$ cat config.mk
export PLATFORM = sky130hd
export DESIGN_NAME = gpio_ctrl_apb_initiator
export DESIGN_NICKNAME = d
export VERILOG_FILES = /design/src/rtl/gpio_ctrl_apb_pkg.sv /design/src/rtl/gpio_ctrl_apb_initiator.sv
export SDC_FILE = /design/constraint.sdc
export NUM_CORES = 1
export LEC_CHECK = 0
export ABC_AREA = 1
export BUFFER_PORTS_ARGS = -buffer_cell sky130_fd_sc_hd__buf_2
export CORE_AREA = 2 2 106 108
export DETAILED_ROUTE_END_ITERATION = 16
export DIE_AREA = 0 0 108 110
export GPL_TIMING_DRIVEN = 0
export PLACE_DENSITY = 0.61
export SETUP_SLACK_MARGIN = 0.2
export SLEW_MARGIN = 20
export SYNTH_ARGS = -nofsm -noshare
export SYNTH_HDL_FRONTEND = slang
export SYNTH_SLANG_ARGS = --single-unit
$ cat constraint.sdc
create_clock -name clk -period 1.7 [get_ports clk]
set_input_delay 0 -clock clk [delete_from_list [all_inputs] [get_ports clk]]
set_output_delay 0 -clock clk [all_outputs]
set_load 0.1 [all_outputs]
$ cat src/rtl/gpio_ctrl_apb_pkg.sv
// Shared types and constants for the GPIO controller APB requester.
package gpio_ctrl_apb_pkg;

  localparam int APB_DATA_W = 32;
  localparam int APB_STRB_W = 4;

  // FSM encoding kept as plain constants so legacy tools can read it.
  typedef logic [1:0] state_t;
  localparam state_t ST_IDLE   = 2'd0;
  localparam state_t ST_SETUP  = 2'd1;
  localparam state_t ST_ACCESS = 2'd2;
  localparam state_t ST_RESP   = 2'd3;

  // Read data returned to the requester: only clean reads carry data.
  function automatic logic [APB_DATA_W-1:0] mask_rdata(
    input logic                  is_write,
    input logic                  err,
    input logic [APB_DATA_W-1:0] rdata
  );
    return (is_write || err) ? {APB_DATA_W{1'b0}} : rdata;
  endfunction

endpackage

$ cat src/rtl/gpio_ctrl_apb_initiator.sv
// APB4 requester: converts a valid/ready command into one SETUP/ACCESS
// transfer toward a decoded CSR slave and returns a valid/ready response.
module gpio_ctrl_apb_initiator
  import gpio_ctrl_apb_pkg::*;
#(
  parameter int NUM_SLAVES     = 4,
  parameter int ADDR_W         = 12,
  parameter int SEL_LSB        = 8,
  parameter int TIMEOUT_CYCLES = 16
) (
  input  logic                  clk,
  input  logic                  rst,
  input  logic                  cmd_valid,
  output logic                  cmd_ready,
  input  logic                  cmd_write,
  input  logic [ADDR_W-1:0]     cmd_addr,
  input  logic [APB_DATA_W-1:0] cmd_wdata,
  input  logic [APB_STRB_W-1:0] cmd_strb,
  output logic                  rsp_valid,
  input  logic                  rsp_ready,
  output logic [APB_DATA_W-1:0] rsp_rdata,
  output logic                  rsp_err,
  output logic                  rsp_timeout,
  output logic [ADDR_W-1:0]     paddr,
  output logic [NUM_SLAVES-1:0] psel,
  output logic                  penable,
  output logic                  pwrite,
  output logic [APB_DATA_W-1:0] pwdata,
  output logic [APB_STRB_W-1:0] pstrb,
  input  logic [APB_DATA_W-1:0] prdata,
  input  logic                  pready,
  input  logic                  pslverr
);

  localparam int SEL_W = (NUM_SLAVES > 1) ? $clog2(NUM_SLAVES) : 1;
  localparam int CNT_W = (TIMEOUT_CYCLES > 1) ? $clog2(TIMEOUT_CYCLES) : 1;
  localparam logic [CNT_W-1:0] CNT_LAST =
    (TIMEOUT_CYCLES > 0) ? CNT_W'(TIMEOUT_CYCLES - 1) : {CNT_W{1'b0}};
  localparam logic [SEL_W:0] NUM_SLAVES_W = (SEL_W + 1)'(NUM_SLAVES);

  state_t                  state_q,       state_d;
  logic [ADDR_W-1:0]       paddr_q,       paddr_d;
  logic [NUM_SLAVES-1:0]   psel_q,        psel_d;
  logic                    penable_q,     penable_d;
  logic                    pwrite_q,      pwrite_d;
  logic [APB_DATA_W-1:0]   pwdata_q,      pwdata_d;
  logic [APB_STRB_W-1:0]   pstrb_q,       pstrb_d;
  logic [CNT_W-1:0]        cnt_q,         cnt_d;
  logic                    rsp_valid_q,   rsp_valid_d;
  logic [APB_DATA_W-1:0]   rsp_rdata_q,   rsp_rdata_d;
  logic                    rsp_err_q,     rsp_err_d;
  logic                    rsp_timeout_q, rsp_timeout_d;

  logic [SEL_W-1:0] sel_idx_s;
  logic             dec_err_s;
  logic             accept_s;
  logic             timeout_hit_s;

  // cmd_ready is IDLE-only and forced low while reset is held.
  assign cmd_ready     = (state_q == ST_IDLE) && !rst;
  assign sel_idx_s     = cmd_addr[SEL_LSB +: SEL_W];
  assign dec_err_s     = ({1'b0, sel_idx_s} >= NUM_SLAVES_W);
  assign accept_s      = cmd_valid && cmd_ready;
  assign timeout_hit_s = (TIMEOUT_CYCLES != 0) && (cnt_q == CNT_LAST) && !pready;

  assign paddr       = paddr_q;
  assign psel        = psel_q;
  assign penable     = penable_q;
  assign pwrite      = pwrite_q;
  assign pwdata      = pwdata_q;
  assign pstrb       = pstrb_q;
  assign rsp_valid   = rsp_valid_q;
  assign rsp_rdata   = rsp_rdata_q;
  assign rsp_err     = rsp_err_q;
  assign rsp_timeout = rsp_timeout_q;

  // Next-state logic: FSM sequencing, slave decode, wait-state timeout.
  always_comb begin
    state_d       = state_q;
    paddr_d       = paddr_q;
    psel_d        = psel_q;
    penable_d     = penable_q;
    pwrite_d      = pwrite_q;
    pwdata_d      = pwdata_q;
    pstrb_d       = pstrb_q;
    cnt_d         = cnt_q;
    rsp_valid_d   = rsp_valid_q;
    rsp_rdata_d   = rsp_rdata_q;
    rsp_err_d     = rsp_err_q;
    rsp_timeout_d = rsp_timeout_q;
    case (state_q)
      ST_IDLE: begin
        if (accept_s && dec_err_s) begin
          // Unmapped slave: answer immediately, never touch the bus.
          state_d       = ST_RESP;
          rsp_valid_d   = 1'b1;
          rsp_err_d     = 1'b1;
          rsp_timeout_d = 1'b0;
          rsp_rdata_d   = {APB_DATA_W{1'b0}};
        end else if (accept_s) begin
          state_d  = ST_SETUP;
          paddr_d  = cmd_addr;
          pwrite_d = cmd_write;
          pwdata_d = cmd_write ? cmd_wdata : {APB_DATA_W{1'b0}};
          pstrb_d  = cmd_write ? cmd_strb  : {APB_STRB_W{1'b0}};
          for (int i = 0; i < NUM_SLAVES; i++) begin
            psel_d[i] = (sel_idx_s == SEL_W'(i));
          end
        end else begin
          state_d = ST_IDLE;
        end
      end
      ST_SETUP: begin
        state_d   = ST_ACCESS;
        penable_d = 1'b1;
        cnt_d     = {CNT_W{1'b0}};
      end
      ST_ACCESS: begin
        if (pready) begin
          state_d       = ST_RESP;
          psel_d        = {NUM_SLAVES{1'b0}};
          penable_d     = 1'b0;
          rsp_valid_d   = 1'b1;
          rsp_err_d     = pslverr;
          rsp_timeout_d = 1'b0;
          rsp_rdata_d   = mask_rdata(pwrite_q, pslverr, prdata);
        end else if (timeout_hit_s) begin
          state_d       = ST_RESP;
          psel_d        = {NUM_SLAVES{1'b0}};
          penable_d     = 1'b0;
          rsp_valid_d   = 1'b1;
          rsp_err_d     = 1'b1;
          rsp_timeout_d = 1'b1;
          rsp_rdata_d   = {APB_DATA_W{1'b0}};
        end else begin
          cnt_d = cnt_q + CNT_W'(1);
        end
      end
      ST_RESP: begin
        if (rsp_ready) begin
          state_d       = ST_IDLE;
          rsp_valid_d   = 1'b0;
          rsp_rdata_d   = {APB_DATA_W{1'b0}};
          rsp_err_d     = 1'b0;
          rsp_timeout_d = 1'b0;
        end else begin
          state_d = ST_RESP;
        end
      end
      default: begin
        state_d     = ST_IDLE;
        psel_d      = {NUM_SLAVES{1'b0}};
        penable_d   = 1'b0;
        rsp_valid_d = 1'b0;
      end
    endcase
  end

  // State and output registers with synchronous reset; a reset drops any transfer.
  always_ff @(posedge clk) begin
    if (rst) begin
      state_q       <= ST_IDLE;
      paddr_q       <= {ADDR_W{1'b0}};
      psel_q        <= {NUM_SLAVES{1'b0}};
      penable_q     <= 1'b0;
      pwrite_q      <= 1'b0;
      pwdata_q      <= {APB_DATA_W{1'b0}};
      pstrb_q       <= {APB_STRB_W{1'b0}};
      cnt_q         <= {CNT_W{1'b0}};
      rsp_valid_q   <= 1'b0;
      rsp_rdata_q   <= {APB_DATA_W{1'b0}};
      rsp_err_q     <= 1'b0;
      rsp_timeout_q <= 1'b0;
    end else begin
      state_q       <= state_d;
      paddr_q       <= paddr_d;
      psel_q        <= psel_d;
      penable_q     <= penable_d;
      pwrite_q      <= pwrite_d;
      pwdata_q      <= pwdata_d;
      pstrb_q       <= pstrb_d;
      cnt_q         <= cnt_d;
      rsp_valid_q   <= rsp_valid_d;
      rsp_rdata_q   <= rsp_rdata_d;
      rsp_err_q     <= rsp_err_d;
      rsp_timeout_q <= rsp_timeout_d;
    end
  end

endmodule
Word-level counts from Yosys, hierarchy flattened
Cells that the tools add are included.

Register bits: 95. Input bits: 87. Output and inout bits: 90.

Add/subtract/negate cells: 1. Equal/unequal tests: 12. Multiplexer cells: 30. Reductions and logical operators: 16.

Operators with widths (number): 32-bit 2-to-1 mux (5); 32-bit case mux with 2 select lines (1); 4-bit 2-to-1 mux (6); 4-bit case mux with 2 select lines (2); 3-bit AND reduction (3); 2-bit == test (second input constant) (4); 1-bit 2-to-1 mux (8); 2-bit inequality test (second input constant) (4); 1-bit case mux with 2 select lines (4); 2-bit case mux with 4 select lines (1); 2-bit 2-to-1 mux (3); 2-bit nonzero test (3); 4-bit by 1-bit adder with 4-bit output (second input constant) (1); 2-bit by 1-bit == test with 1-bit output (second input constant) (2); 4-bit == test (second input constant) (1); 2-bit logical NOT (2); 2-bit AND reduction (2); 1-bit logical AND (3); 3-bit inequality test (second input constant) (1); 1-bit logical NOT (2); 1-bit logical OR (1).

Longest topological paths before layout
Depth in word-level cells: 5. Gate-level depth with buffers: 10.

Worst setup path before layout
OpenSTA, ideal clock, no wires.

Path type: register to register. Start: register state_q[0]. End: register paddr_q[0], in the netlist paddr[0]. Library setup time: 0.062 ns. Arrival: 1.773 ns. Data required time: 1.638 ns. Setup slack: -0.135 ns. Cell stages (with the launch flop): 10. Path buffers: 1. Period minus slack after synthesis: 1.835 ns. Cells stage by stage: dfxtp_1 > inv_1 > ha_1 > inv_1 > nor2_4 > nand2_4 > inv_1 > clkbuf_1 > nand2_1 > nand2_1.

Cells in the longest elaborated chain, start to end: 4.

RTL lines: from (decl) (line gpio_ctrl_apb_initiator.sv:41) `state_t state_q, state_d;`; from (signal assigned) (line gpio_ctrl_apb_initiator.sv:175) `state_q <= state_d;`; 2-bit logical NOT (line gpio_ctrl_apb_initiator.sv:60) `assign cmd_ready = (state_q == ST_IDLE) && !rst;`; 1-bit logical AND (line gpio_ctrl_apb_initiator.sv:60); net cmd_ready (line gpio_ctrl_apb_initiator.sv:14) `output logic cmd_ready,`; 1-bit logical AND (line gpio_ctrl_apb_initiator.sv:63) `assign accept_s = cmd_valid && cmd_ready;`; 2-bit AND reduction (no line); to (signal assigned) (line gpio_ctrl_apb_initiator.sv:163) `paddr_q <= {ADDR_W{1'b0}};`; to (signal assigned) (line gpio_ctrl_apb_initiator.sv:176) `paddr_q <= paddr_d;`; to (decl) (line gpio_ctrl_apb_initiator.sv:42) `logic [ADDR_W-1:0] paddr_q, paddr_d;`.

The timed path passes the listed nets, and every way through them passes these cells. A chain may end at the register's enable or synchronous reset.

Worst setup path after layout
Start: register cnt_q[0]. End: register rsp_rdata_q[14], in the netlist rsp_rdata[14].

Cells in the longest elaborated chain, start to end: 4.

RTL lines: from (decl) (line gpio_ctrl_apb_initiator.sv:48) `logic [CNT_W-1:0] cnt_q, cnt_d;`; from (signal assigned) (line gpio_ctrl_apb_initiator.sv:169) `cnt_q <= {CNT_W{1'b0}};`; from (signal assigned) (line gpio_ctrl_apb_initiator.sv:182) `cnt_q <= cnt_d;`; 4-bit == test (line gpio_ctrl_apb_initiator.sv:64) `assign timeout_hit_s = (TIMEOUT_CYCLES != 0) && (cnt_q == CNT_LAST) && !pready;`; 1-bit logical AND (line gpio_ctrl_apb_initiator.sv:64); 3-bit inequality test (no line); 3-bit AND reduction (no line); to (signal assigned) (line gpio_ctrl_apb_initiator.sv:171) `rsp_rdata_q <= {APB_DATA_W{1'b0}};`; to (signal assigned) (line gpio_ctrl_apb_initiator.sv:184) `rsp_rdata_q <= rsp_rdata_d;`; to (decl) (line gpio_ctrl_apb_initiator.sv:50) `logic [APB_DATA_W-1:0] rsp_rdata_q, rsp_rdata_d;`.

No other way between the ends.

==> reports/results.txt <==
Setup TNS - 0 ns
worst-path fanout max - 7
sequential area share after synthesis - 0.481
hold crit path type - primary input to register
pin count of the biggest net entering global routing - 16
Layout Nets - 920
final period demand of the worst path - 1.51 ns
Pins Over Slew Limit - 0
Synth top area share - 0.481
Inserted Clock Buffers - 9
Fin Hold WS - 0.0347 ns
share of cells above drive strength 1 - 0.330
status - finished, final reports clean
Num Clock Sinks - 95
Max-slew headroom - 0.634
Core Rows - 38
Initial Util - 0.370
final instance area - 6450 um^2
area taken by flip-flops and latches - 1920 um^2
Final Hold Fails - 0
CTS tree - built
synth warn - 0
FF-to-FF Start - cnt_q[0]$_SDFFE_PP0P_
clk_skew - 0.0127 ns
vias in the first global route - 4252
via count - 4650
top post-synthesis cells by area - dfxtp_1 (48%), nand2_1 (14%), a21oi_1 (10%)
antenna-violating nets left - 0
antenna fix cells - 0
Wirelength per Cell - 13.6 um
hpwl dp - 8440 um
gr usage total - 0.203
Core Area - 10700 um^2
worst skew pair latency - 0.37 ns
Final Cycle Share - 0.885
1st-iter DRT viols - 320
Die W - 108 um
P per Cell Area - 810 nW/um^2
clock slew at reported path FFs - 0.10 ns
IO buf count - 176
syn nets - 627
initial antenna violation count - 0
post-synth top area cell - dfxtp_1
Cells after Synth - 536
Unique masters post-synth - 25
Max Cap Viol - 0
# setup viols final - 0
Synth Area per Inst - 7.38 um^2
Worst-Margin Slew - 0.550 ns
Leak - 3.03 nW
filler instances - 961
Root Buffer - clkbuf_8
peak supply drop - 0.429 mV
Max Clock Freq - 664 MHz
CP Launch Point - cnt_q[0]$_SDFFE_PP0P_
Critical Path RT - 1.99 ns
TritonRoute pass-1 iters - 4
IO Pins - 177
DRC Markers - 0
final core occ - 0.603
RSZ-0062 raised after global routing - true
first-pass GRT wire length - 19200 um
CTS H-tree lvls - 3
Overflow after GRT - 0
Yosys reg bits - 95
CP endpoint kind - register
CP Data Arrival Time - 1.80 ns
clock tree buffer depth - 2
kind of critical path - register to register
startpoint types - register
die area - 11900 um^2
Synth Cell Area - 3960 um^2
Chip Height - 110 um
final WL - 13300 um
hold path startpoint - prdata[30]
vias per std cell - 4.77
Cell Area, Placed - 5050 um^2
Area growth syn-to-layout - 63.0%
multi-input combinational cell area - 1800 um^2
GPL Wtd Cong - 0.798
[cells in the final DEF, fill, tap and decap left out, types with 3 or more instances in the layout]
cell type      count
a21oi_1           68
a21oi_2           11
buf_1              8
buf_2            182
buf_4             15
buf_6             15
clkbuf_1           7
clkbuf_8          10
clkinv_2           4
dfxtp_1           90
dfxtp_4            3
dlygate4sd3_1     82
inv_1             47
inv_4              3
nand2_1          144
nand2_2            6
nand3_1           55
nand4_1            4
nor2_1            14
nor3_1            31
o21ai_0            6
[stage by stage]
stage,worst slack (ns),power (mW),cells
2_1_floorplan,-0.0943,3.35,536
3_3_place_gp,0.121,3.62,852
3_5_place_dp,0.0807,3.64,852
4_1_cts,0.203,5.15,956
5_1_grt,0.131,5.44,974
6_report,0.195,5.22,974
[flip-flops by register name, indices dropped and copies added, names as in the netlist]
signal,flops
state_q,2
psel,4
paddr,12
rsp_timeout,1
penable,1
rsp_err,1
pwdata,32
rsp_valid,1
cnt_q,4
pstrb,4
pwrite,1
rsp_rdata,32
[path summary, 6_finish.rpt]
| kind | end | slack [ns] | cells past startpoint |
|---|---|---|---|
| max | rsp_rdata[14]$_SDFFE_PP0P_ | 0.19 | 7 |
| min reg2reg | pwdata[17]$_SDFFE_PP0P_ | 0.46 | 2 |
| min | rsp_rdata[30]$_SDFFE_PP0P_ | 0.03 | 4 |
| max reg2reg | rsp_rdata[14]$_SDFFE_PP0P_ | 0.19 | 7 |
[routing by layer]
layer,share of wire,global-route usage,up-vias
met1,0.42,0.240,2148
met3,0.042,0.0265,32
li1,-,-,2319
met2,0.51,0.359,151
met4,0.028,0.104,0
met5,0,0,-
[cells by family (layout without fill, tap and decap cells)]
family                   after synthesis  in the layout  share of synthesized area
AO/OA/AOI/OAI                         88             88                      0.115
AND/OR/NAND/NOR                      261            263                      0.293
buffers and inverters                 88            384                     0.0984
adder cells (fa/ha/maj)                4              4                     0.0127
flip-flops                            95             95                      0.481
[final cells by class]
type                            instances  share of cell area
Buffer                                 36              0.0386
Clock inverter                          6             0.00563
Sequential cell                        95               0.297
Tap cell                              140              0.0272
Timing Repair Buffer                  280               0.299
Clock buffer                           10              0.0213
Inverter                               52              0.0328
Multi-Input combinational cell        355               0.278
[Yosys cell counts]
| cell type | instances |
|---|---|
| a21oi_1 | 79 |
| a21oi_4 | 1 |
| buf_1 | 9 |
| buf_2 | 8 |
| buf_4 | 7 |
| buf_6 | 3 |
| clkbuf_1 | 9 |
| clkinv_1 | 1 |
| dfxtp_1 | 95 |
| ha_1 | 4 |
| inv_1 | 50 |
| inv_2 | 1 |
| nand2_1 | 150 |
| nand2_4 | 2 |
| nand3_1 | 55 |
| nand3_2 | 1 |
| nand3_4 | 1 |
| nand4_1 | 4 |
| nor2_1 | 14 |
| nor2_4 | 1 |
| nor2_8 | 1 |
| nor3_1 | 31 |
| nor3b_1 | 1 |
| o21ai_0 | 7 |
| o21ai_2 | 1 |
[power breakdown]
group / internal (mW) / leakage [nW] / switching [mW]
Combinational: 0.474 / 2.16 / 1.03
Sequential: 2.31 / 0.774 / 0.0505
Clock: 0.564 / 0.0918 / 0.793
[critical path, cell delays in order (launching register included)]
cell,delay [ns]
dfxtp_2,0.37
ha_2,0.22
nand3_4,0.12
a21oi_4,0.22
buf_12,0.15
buf_4,0.13
nand3_1,0.08
a21oi_2,0.14
[what timing repair did]
action                                  4_1_cts  5_1_grt
gates resized for setup                       9       53
buffers inserted                              5       10
gates cloned                                  1        8
endpoints found under the hold margin        81        0
pin swaps                                     2       10
hold buffers                                 82        0
endpoints found under the setup margin       46       63
(Power assumes the default switching activity.)
